--- src/rtl/multicycle_controller_if.sv ---
// multicycle_controller_if: decode inputs and datapath control outputs of the multicycle sequencer.
interface multicycle_controller_if;
    logic [1:0] op;
    logic       funct_5;
    logic       funct_0;
    logic       mem_ready;
    logic       ir_w;
    logic       next_pc;
    logic       branch;
    logic       adr_src;
    logic       alu_src_a;
    logic [1:0] alu_src_b;
    logic [1:0] result_src;
    logic       alu_op;
    logic       reg_w;
    logic       mem_w;
    logic [1:0] imm_src;
    logic [1:0] reg_src;
    logic       undef;

    modport master (
        input  op, funct_5, funct_0, mem_ready,
        output ir_w, next_pc, branch, adr_src, alu_src_a, alu_src_b, result_src,
               alu_op, reg_w, mem_w, imm_src, reg_src, undef
    );
    modport slave (
        output op, funct_5, funct_0, mem_ready,
        input  ir_w, next_pc, branch, adr_src, alu_src_a, alu_src_b, result_src,
               alu_op, reg_w, mem_w, imm_src, reg_src, undef
    );
endinterface

--- src/rtl/multicycle_controller.sv ---
// multicycle_controller: Moore main sequencer stepping each ARM instruction through
// fetch/decode/execute/memory/writeback, driving the shared-datapath selects and enables.
module multicycle_controller #(
    parameter int STATE_W = 4
) (
    input  logic                      clk,
    input  logic                      reset_n,
    multicycle_controller_if.master   bus,
    output logic [STATE_W-1:0]        state
);
    localparam logic [STATE_W-1:0] FETCH    = STATE_W'(0);
    localparam logic [STATE_W-1:0] DECODE   = STATE_W'(1);
    localparam logic [STATE_W-1:0] MEMADR   = STATE_W'(2);
    localparam logic [STATE_W-1:0] MEMREAD  = STATE_W'(3);
    localparam logic [STATE_W-1:0] MEMWB    = STATE_W'(4);
    localparam logic [STATE_W-1:0] MEMWRITE = STATE_W'(5);
    localparam logic [STATE_W-1:0] EXECUTER = STATE_W'(6);
    localparam logic [STATE_W-1:0] EXECUTEI = STATE_W'(7);
    localparam logic [STATE_W-1:0] ALUWB    = STATE_W'(8);
    localparam logic [STATE_W-1:0] BRANCH   = STATE_W'(9);

    logic [STATE_W-1:0] state_q, state_d;
    logic ir_w_c, next_pc_c, branch_c, reg_w_c, mem_w_c, undef_c;

    always_ff @(posedge clk or negedge reset_n)
        if (!reset_n) state_q <= FETCH;
        else          state_q <= state_d;

    always_comb begin
        state_d        = FETCH;
        ir_w_c         = 1'b0;
        next_pc_c      = 1'b0;
        branch_c       = 1'b0;
        reg_w_c        = 1'b0;
        mem_w_c        = 1'b0;
        undef_c        = 1'b0;
        bus.adr_src    = 1'b0;
        bus.alu_src_a  = 1'b0;
        bus.alu_src_b  = 2'b00;
        bus.result_src = 2'b00;
        bus.alu_op     = 1'b0;
        case (state_q)
            FETCH: begin
                bus.alu_src_a  = 1'b1;
                bus.alu_src_b  = 2'b10;
                bus.result_src = 2'b10;
                ir_w_c         = bus.mem_ready;
                next_pc_c      = bus.mem_ready;
                state_d        = bus.mem_ready ? DECODE : FETCH;
            end
            DECODE: begin
                bus.alu_src_a  = 1'b1;
                bus.alu_src_b  = 2'b10;
                bus.result_src = 2'b10;
                undef_c        = bus.op == 2'b11;
                state_d        = bus.op == 2'b00 ? (bus.funct_5 ? EXECUTEI : EXECUTER) :
                                 bus.op == 2'b01 ? MEMADR :
                                 bus.op == 2'b10 ? BRANCH : FETCH;
            end
            MEMADR: begin
                bus.alu_src_b  = bus.funct_5 ? 2'b00 : 2'b01;
                state_d        = bus.funct_0 ? MEMREAD : MEMWRITE;
            end
            MEMREAD: begin
                bus.adr_src    = 1'b1;
                state_d        = bus.mem_ready ? MEMWB : MEMREAD;
            end
            MEMWB: begin
                bus.result_src = 2'b01;
                reg_w_c        = 1'b1;
            end
            MEMWRITE: begin
                bus.adr_src    = 1'b1;
                mem_w_c        = 1'b1;
                state_d        = bus.mem_ready ? FETCH : MEMWRITE;
            end
            EXECUTER: begin
                bus.alu_op     = 1'b1;
                state_d        = ALUWB;
            end
            EXECUTEI: begin
                bus.alu_src_b  = 2'b01;
                bus.alu_op     = 1'b1;
                state_d        = ALUWB;
            end
            ALUWB: reg_w_c = 1'b1;
            BRANCH: begin
                bus.alu_src_b  = 2'b01;
                bus.result_src = 2'b10;
                branch_c       = 1'b1;
            end
            default: state_d = FETCH;
        endcase
    end

    // Write enables must be quiet for the whole time reset is held, not just after the next edge.
    assign bus.ir_w    = reset_n & ir_w_c;
    assign bus.next_pc = reset_n & next_pc_c;
    assign bus.branch  = reset_n & branch_c;
    assign bus.reg_w   = reset_n & reg_w_c;
    assign bus.mem_w   = reset_n & mem_w_c;
    assign bus.undef   = reset_n & undef_c;
    assign bus.imm_src = bus.op == 2'b11 ? 2'b00 : bus.op;
    assign bus.reg_src = {bus.op == 2'b01 && !bus.funct_0, bus.op == 2'b10};
    assign state       = state_q;
endmodule

--- src/flat_wrapper.sv ---
// flat-port wrapper written by rule: the top's interface ports become plain ports
module multicycle_controller_flat 
#(
    parameter int STATE_W = 4
)
  (clk, reset_n, state, bus_op, bus_funct_5, bus_funct_0, bus_mem_ready, bus_ir_w, bus_next_pc, bus_branch, bus_adr_src, bus_alu_src_a, bus_alu_src_b, bus_result_src, bus_alu_op, bus_reg_w, bus_mem_w, bus_imm_src, bus_reg_src, bus_undef);
  multicycle_controller_if bus_i ();
  input  logic clk;
  input  logic reset_n;
  output logic [STATE_W-1:0] state;
  input wire logic [$bits(bus_i.op)-1:0] bus_op;
  input wire logic [$bits(bus_i.funct_5)-1:0] bus_funct_5;
  input wire logic [$bits(bus_i.funct_0)-1:0] bus_funct_0;
  input wire logic [$bits(bus_i.mem_ready)-1:0] bus_mem_ready;
  output wire logic [$bits(bus_i.ir_w)-1:0] bus_ir_w;
  output wire logic [$bits(bus_i.next_pc)-1:0] bus_next_pc;
  output wire logic [$bits(bus_i.branch)-1:0] bus_branch;
  output wire logic [$bits(bus_i.adr_src)-1:0] bus_adr_src;
  output wire logic [$bits(bus_i.alu_src_a)-1:0] bus_alu_src_a;
  output wire logic [$bits(bus_i.alu_src_b)-1:0] bus_alu_src_b;
  output wire logic [$bits(bus_i.result_src)-1:0] bus_result_src;
  output wire logic [$bits(bus_i.alu_op)-1:0] bus_alu_op;
  output wire logic [$bits(bus_i.reg_w)-1:0] bus_reg_w;
  output wire logic [$bits(bus_i.mem_w)-1:0] bus_mem_w;
  output wire logic [$bits(bus_i.imm_src)-1:0] bus_imm_src;
  output wire logic [$bits(bus_i.reg_src)-1:0] bus_reg_src;
  output wire logic [$bits(bus_i.undef)-1:0] bus_undef;
  assign bus_i.op = bus_op;
  assign bus_i.funct_5 = bus_funct_5;
  assign bus_i.funct_0 = bus_funct_0;
  assign bus_i.mem_ready = bus_mem_ready;
  assign bus_ir_w = bus_i.ir_w;
  assign bus_next_pc = bus_i.next_pc;
  assign bus_branch = bus_i.branch;
  assign bus_adr_src = bus_i.adr_src;
  assign bus_alu_src_a = bus_i.alu_src_a;
  assign bus_alu_src_b = bus_i.alu_src_b;
  assign bus_result_src = bus_i.result_src;
  assign bus_alu_op = bus_i.alu_op;
  assign bus_reg_w = bus_i.reg_w;
  assign bus_mem_w = bus_i.mem_w;
  assign bus_imm_src = bus_i.imm_src;
  assign bus_reg_src = bus_i.reg_src;
  assign bus_undef = bus_i.undef;
  multicycle_controller #(.STATE_W(STATE_W)) u_core (.clk(clk), .reset_n(reset_n), .bus(bus_i), .state(state));
endmodule
--- config.mk ---
export PLATFORM = sky130hd
export DESIGN_NAME = multicycle_controller_flat
export DESIGN_NICKNAME = d
export VERILOG_FILES = /design/src/rtl/multicycle_controller_if.sv /design/src/rtl/multicycle_controller.sv /design/src/flat_wrapper.sv
export SDC_FILE = /design/constraint.sdc
export NUM_CORES = 1
export LEC_CHECK = 0
export BUFFER_PORTS_ARGS = -buffer_cell sky130_fd_sc_hd__buf_2
export CORE_AREA = 5 5 42 44
export CTS_BUF_LIST = sky130_fd_sc_hd__clkbuf_8
export DETAILED_ROUTE_END_ITERATION = 8
export DIE_AREA = 0 0 47 49
export PLACE_DENSITY_LB_ADDON = 0.08
export SLEW_MARGIN = 20
export SYNTH_ARGS = -nofsm -noshare
export SYNTH_HDL_FRONTEND = slang
export SYNTH_SLANG_ARGS = --single-unit
--- constraint.sdc ---
create_clock -name clk -period 2 [get_ports clk]
set_clock_uncertainty 0.1 [all_clocks]
set_input_delay 0.4 -clock clk [delete_from_list [all_inputs] [get_ports clk]]
set_output_delay 0.4 -clock clk [all_outputs]
set_load 0.02 [all_outputs]
==> results.toml, run 1 <==
[yosys]
yosys_warnings = 0
synth.distinct_cells = 25
netlist_area_um2 = 384
yosysSeqAreaShare = 0.261
netlist_instances = 53
syn_avg_cell_area_um2 = 7.25
synth-seq-cells = 4
syn_nets = 60

[power]
leakage_nw = 0.295
p_total_mw = 1.05
ir_drop_mv = 0.823
power_density_mw_per_mm2 = 1810

[place]
gp_congestion = 0.680
dp.cells = 91
dp_slack_ns = 0.263
port-buffer-count = 27
place_area_um2 = 515
hpwl_um = 943

[status]
run_status = "finished clean"

[die]
chipWidth_um = 47
die_area_mm2 = 0.00230
std_cell_rows = 14
die_y_um = 49
coreArea_mm2 = 0.00140
boundaryPins = 28
initial_core_util = 0.274

[timing]
holdWs_ns = 0.399
min_period_ns = 1.89
slew_headroom = 0.836
hold_viol = 0
rsz0062_at_grt = "true"
fmax_ghz = 0.529
setup_ws_ns = 0.111
fin_crit_sh = 0.944
setup_tns_ns = 0
worst_slew_pin_slew_ns = 0.242
slew_violations = 0
finalSetupViolations = 0

[finish]
area_growth_pct = 50.8
largest_register_ffs = 4
diodes = 0
drive_above_1_share = 0.463
final_util = 0.413
mostFrequentLayoutCell = "buf_2"
fin_cells = 96
finalInstanceArea_um2 = 579
final_cell_mix = "buf_2 (27), nor2_1 (8), a21oi_1 (5)"
layout.nets = 89

[setup_path]
rr_startpoint = "u_core.state[3]"
cp_slowest_cell = "dfrtp_1"
start_kind = "flip-flop"
cp_data_required_time_ns = 1.50
startpoint = "u_core.state[3]"
crit_type = "flip-flop to output pin"
critPathBufInv = 2
critical_path.cell_chain = "or2b_1 -> buf_4 -> nor3_1 -> buf_2"
slowest_delay_ns = 0.45
crit_path_max_fanout = 10
rrSetupSlack_ns = 0.42
arrival_ns = 1.39
rr_worst_depth = 3
reg2reg_to = "u_core.state[2]"
worstSetupEndpointType = "output pin"
crit_family = "flip-flops"

[detailed_routing]
drt_pass1_iterations = 4
drt-total-wl_um = 1130
drt-vias-per-instance = 4.88
vias = 468
ant_nets = 0
dr.first_iter.drc_count = 20
wl_per_cell_um = 11.8
drc = 0

[min_path]
worstHoldPathType = "input pin to flip-flop"
worstHoldEndpoint = "u_core.state[1]"
hold_path_startpoint = "bus_funct_0"
holdPathStages = 3

[grt]
grt_first_pass_wirelength_um = 1830
grt_use_total = 0.105
antenna_found_initial = 0
grt_max_degree = 11
gr-total-overflow = 0
grt_pass1_vias = 396

[run]
max_cap_violations = 0

[clock_network]
clockBufferDepth = 2
clock_latency_ns = 0.21
cts_tree = "yes"
clock_sinks = 4
cts_root_buffer = "clkbuf_8"
htreeDepth = 1
cts_inserted_buffers = 3
clk_pin_slew_ns = 0.03
## synth_stat cells (all sizes together)
cell type	count	share of area
xnor2	1	0.023
nand4b	1	0.023
inv	4	0.039
a21oi	5	0.065
nand3	2	0.026
clkbuf	1	0.0098
buf	5	0.10
or3	1	0.016
or2b	1	0.020
o21ai	1	0.013
o221ai	2	0.046
nor4b	1	0.023
or2	1	0.016
a211oi	1	0.020
nand2	2	0.020
o2bb2ai	1	0.023
nor3	4	0.052
o22ai	1	0.016
nor2b	4	0.065
dfrtp	4	0.26
nor2	8	0.078
nand2b	1	0.016
or4	1	0.029
## report_power, final
part           internal [mW]  switching (mW)  total, mW
registers              0.122          0.0776      0.199
clock network          0.128          0.0370      0.165
logic                  0.263           0.422      0.685
total                  0.512           0.537       1.05
## cell type report
cell class | instances | area [um2]
Fill cell | 168 | 822
Multi-Input combinational cell | 39 | 240
Timing Repair Buffer | 30 | 160
Sequential cell | 4 | 103
Clock buffer | 3 | 41.3
Tap cell | 16 | 20.0
Inverter | 4 | 15.0
## per-layer routing
metal  track usage  vias to the layer above  share of wire
li1              -                      238              -
met1         0.143                      213           0.42
met2         0.156                       17           0.48
met3        0.0258                        0          0.097
met4        0.0415                        0              0
met5             0                        -              0
## worst register-to-register path, cell delays in order (launching register included)
cell	delay, ns
dfrtp_1	0.45
or2_4	0.30
or4_4	0.44
o221ai_1	0.20
## timing repair
| action | in CTS | in global routing |
|---|---|---|
| hold buffers | 1 | 0 |
| hold endpoints to repair | 4 | 0 |
| resized for setup | 0 | 4 |
| setup buffers | 0 | 1 |
| endpoints found under the setup margin | 0 | 6 |
## how the worst max path moves through the flow
| stage | cells after the start | to | slack [ns] |
|---|---|---|---|
| after floorplan | 5 | bus_alu_src_b[1] | 0.006 |
| after global placement | 4 | bus_undef | 0.25 |
| after detailed placement | 3 | bus_undef | 0.26 |
| after CTS | 3 | bus_undef | 0.03 |
| after global routing | 4 | bus_alu_src_b[0] | -0.0006 |
| final | 4 | bus_result_src[0] | 0.11 |
## logic make-up after synthesis
kind of cell           Yosys count  synth area share
buffers and inverters           10             0.150
XOR/XNOR                         1            0.0228
AND/OR/NAND/NOR                 27             0.384
flip-flops                       4             0.261
AO/OA/AOI/OAI                   11             0.182
(Power assumes the default switching activity.)
==> run 2, diff against run 1 <==
==> constraint.sdc (replaced) <==
create_clock -name clk -period 2 [get_ports clk]
set_clock_uncertainty 0.1 [all_clocks]
set_input_delay 0.2 -clock clk [delete_from_list [all_inputs] [get_ports clk]]
set_output_delay 0.2 -clock clk [all_outputs]
set_load 0.02 [all_outputs]
==> run 2 against run 1 <==
Against the previous run: count of clock-buffer cells in the layout is the same; hold slack lost 0.21 ns; routed wire length grew 7.2%; final cell count shrank 2.1%; clock power grew 2%; utilization shrank 1.9 points; non-clock buffer count shrank 2; fmax grew 5.5%; sequential share of layout area grew 0.39 points; critical path type unchanged; critical endpoint is now bus_undef.
==> results.toml, run 2 (same netlist as run 1, synthesis figures left out) <==
[status]
run_status = "finished clean"

[detailed_routing]
drt-vias-per-instance = 4.99
drt_pass1_iterations = 2
drc = 0
dr.first_iter.drc_count = 2
wl_per_cell_um = 12.9
vias = 469
drt-total-wl_um = 1210
ant_nets = 0

[place]
port-buffer-count = 27
hpwl_um = 972
dp.cells = 90
gp_congestion = 0.767

[clock_network]
cts_setup_buffers = 0
cts_root_buffer = "clkbuf_8"
clock_latency_ns = 0.22
cts_tree = "yes"
clk_pin_slew_ns = 0.03
htreeDepth = 1
clockBufferDepth = 2
clock_sinks = 4
cts_inserted_buffers = 3

[setup_path]
start_kind = "flip-flop"
cp_data_required_time_ns = 1.70
arrival_ns = 1.49
cp_slowest_cell = "dfrtp_1"
critPathBufInv = 1
crit_type = "flip-flop to output pin"
rrSetupSlack_ns = 0.36
crit_path_max_fanout = 12
worstSetupEndpointType = "output pin"
rr_startpoint = "u_core.state[2]"
slowest_delay_ns = 0.50
crit_family = "simple AND/OR/NAND/NOR gates"
critical_path.cell_chain = "nor2b_1 -> nand2_1 -> nor3_1 -> buf_2"
startpoint = "u_core.state[1]"

[timing]
fmax_ghz = 0.558
finalSetupViolations = 0
setup_tns_ns = 0
fin_crit_sh = 0.895
min_period_ns = 1.79
worst_slew_pin_slew_ns = 0.373
slew_headroom = 0.752
slew_violations = 0
rsz0062_at_grt = "false"
hold_viol = 0

[grt]
grt_max_degree = 13
grt_pass1_vias = 443
gr-total-overflow = 0
antenna_found_initial = 0
grt_use_total = 0.124
grt_first_pass_wirelength_um = 1930

[die]
initial_core_util = 0.274
die_y_um = 49
die_area_mm2 = 0.00230
std_cell_rows = 14
chipWidth_um = 47
coreArea_mm2 = 0.00140
boundaryPins = 28

[finish]
fin_cells = 94
largest_register_ffs = 4
mostFrequentLayoutCell = "buf_2"
layout.nets = 87
final_util = 0.395
diodes = 0
final_cell_mix = "buf_2 (27), nor2_1 (8), a21oi_1 (5)"
drive_above_1_share = 0.410
area_growth_pct = 44.0

[power]
power_density_mw_per_mm2 = 1800
ir_drop_mv = 0.562
leakage_nw = 0.286

[min_path]
worstHoldPathType = "input pin to flip-flop"
hold_path_startpoint = "bus_funct_5"

[run]
max_cap_violations = 0
[run 2: cell type report]
cell class                 count  area [um2]
inverter                       4        15.0
clock buffer                   3        41.3
multi-input combinational     39         231
timing repair buffer          28         145
sequential                     4         100
tap                           16        20.0
fill                         164         848
[run 2: path summary, 6_finish.rpt]
kind                            depth (start not counted)              end
worst max-delay path                                    4        bus_undef
worst min-delay path                                    3  u_core.state[0]
worst max register to register                          3  u_core.state[2]
worst min register to register                          2  u_core.state[1]
max in group asynchronous                               2  u_core.state[3]
min in group asynchronous                               2  u_core.state[2]
[run 2: worst reg2reg max path, delay by kind of cell, from the launching register on]
family / cells / cell delay (ns)
flip-flops: 1 / 0.44
AND/OR/NAND/NOR: 2 / 0.83
AO/OA/AOI/OAI: 1 / 0.18
[run 2: routing by layer]
layer  global-route usage  wire, um  up-vias
li1                     -         -      234
met1                0.131       496      212
met2                0.179       566       19
met3               0.0480       102        4
met4                0.111        48        0
met5                    0         0        -
[run 2: repair_timing]
item / CTS / global route
hold endpoints to repair: 4 / 0
gates resized for setup: 0 / 0
hold buffers: 1 / 0
[run 2: report_power, final]
group,switching (mW),internal (mW)
Sequential,0.0876,0.117
Clock,0.0411,0.128
Combinational,0.402,0.223
Total,0.530,0.468
[run 2: per-stage QoR]
stage,worst slack (ns),hold WS [ns],total power [mW],cell area (um2)
after floorplan,0.181,-0.196,0.691,389
after global routing,0.0712,0.207,1.08,553
after CTS,0.193,0.189,1.01,553
after global placement,0.383,-0.0694,0.846,502
final,0.209,0.193,0.998,553
after detailed placement,0.358,-0.0726,0.838,502
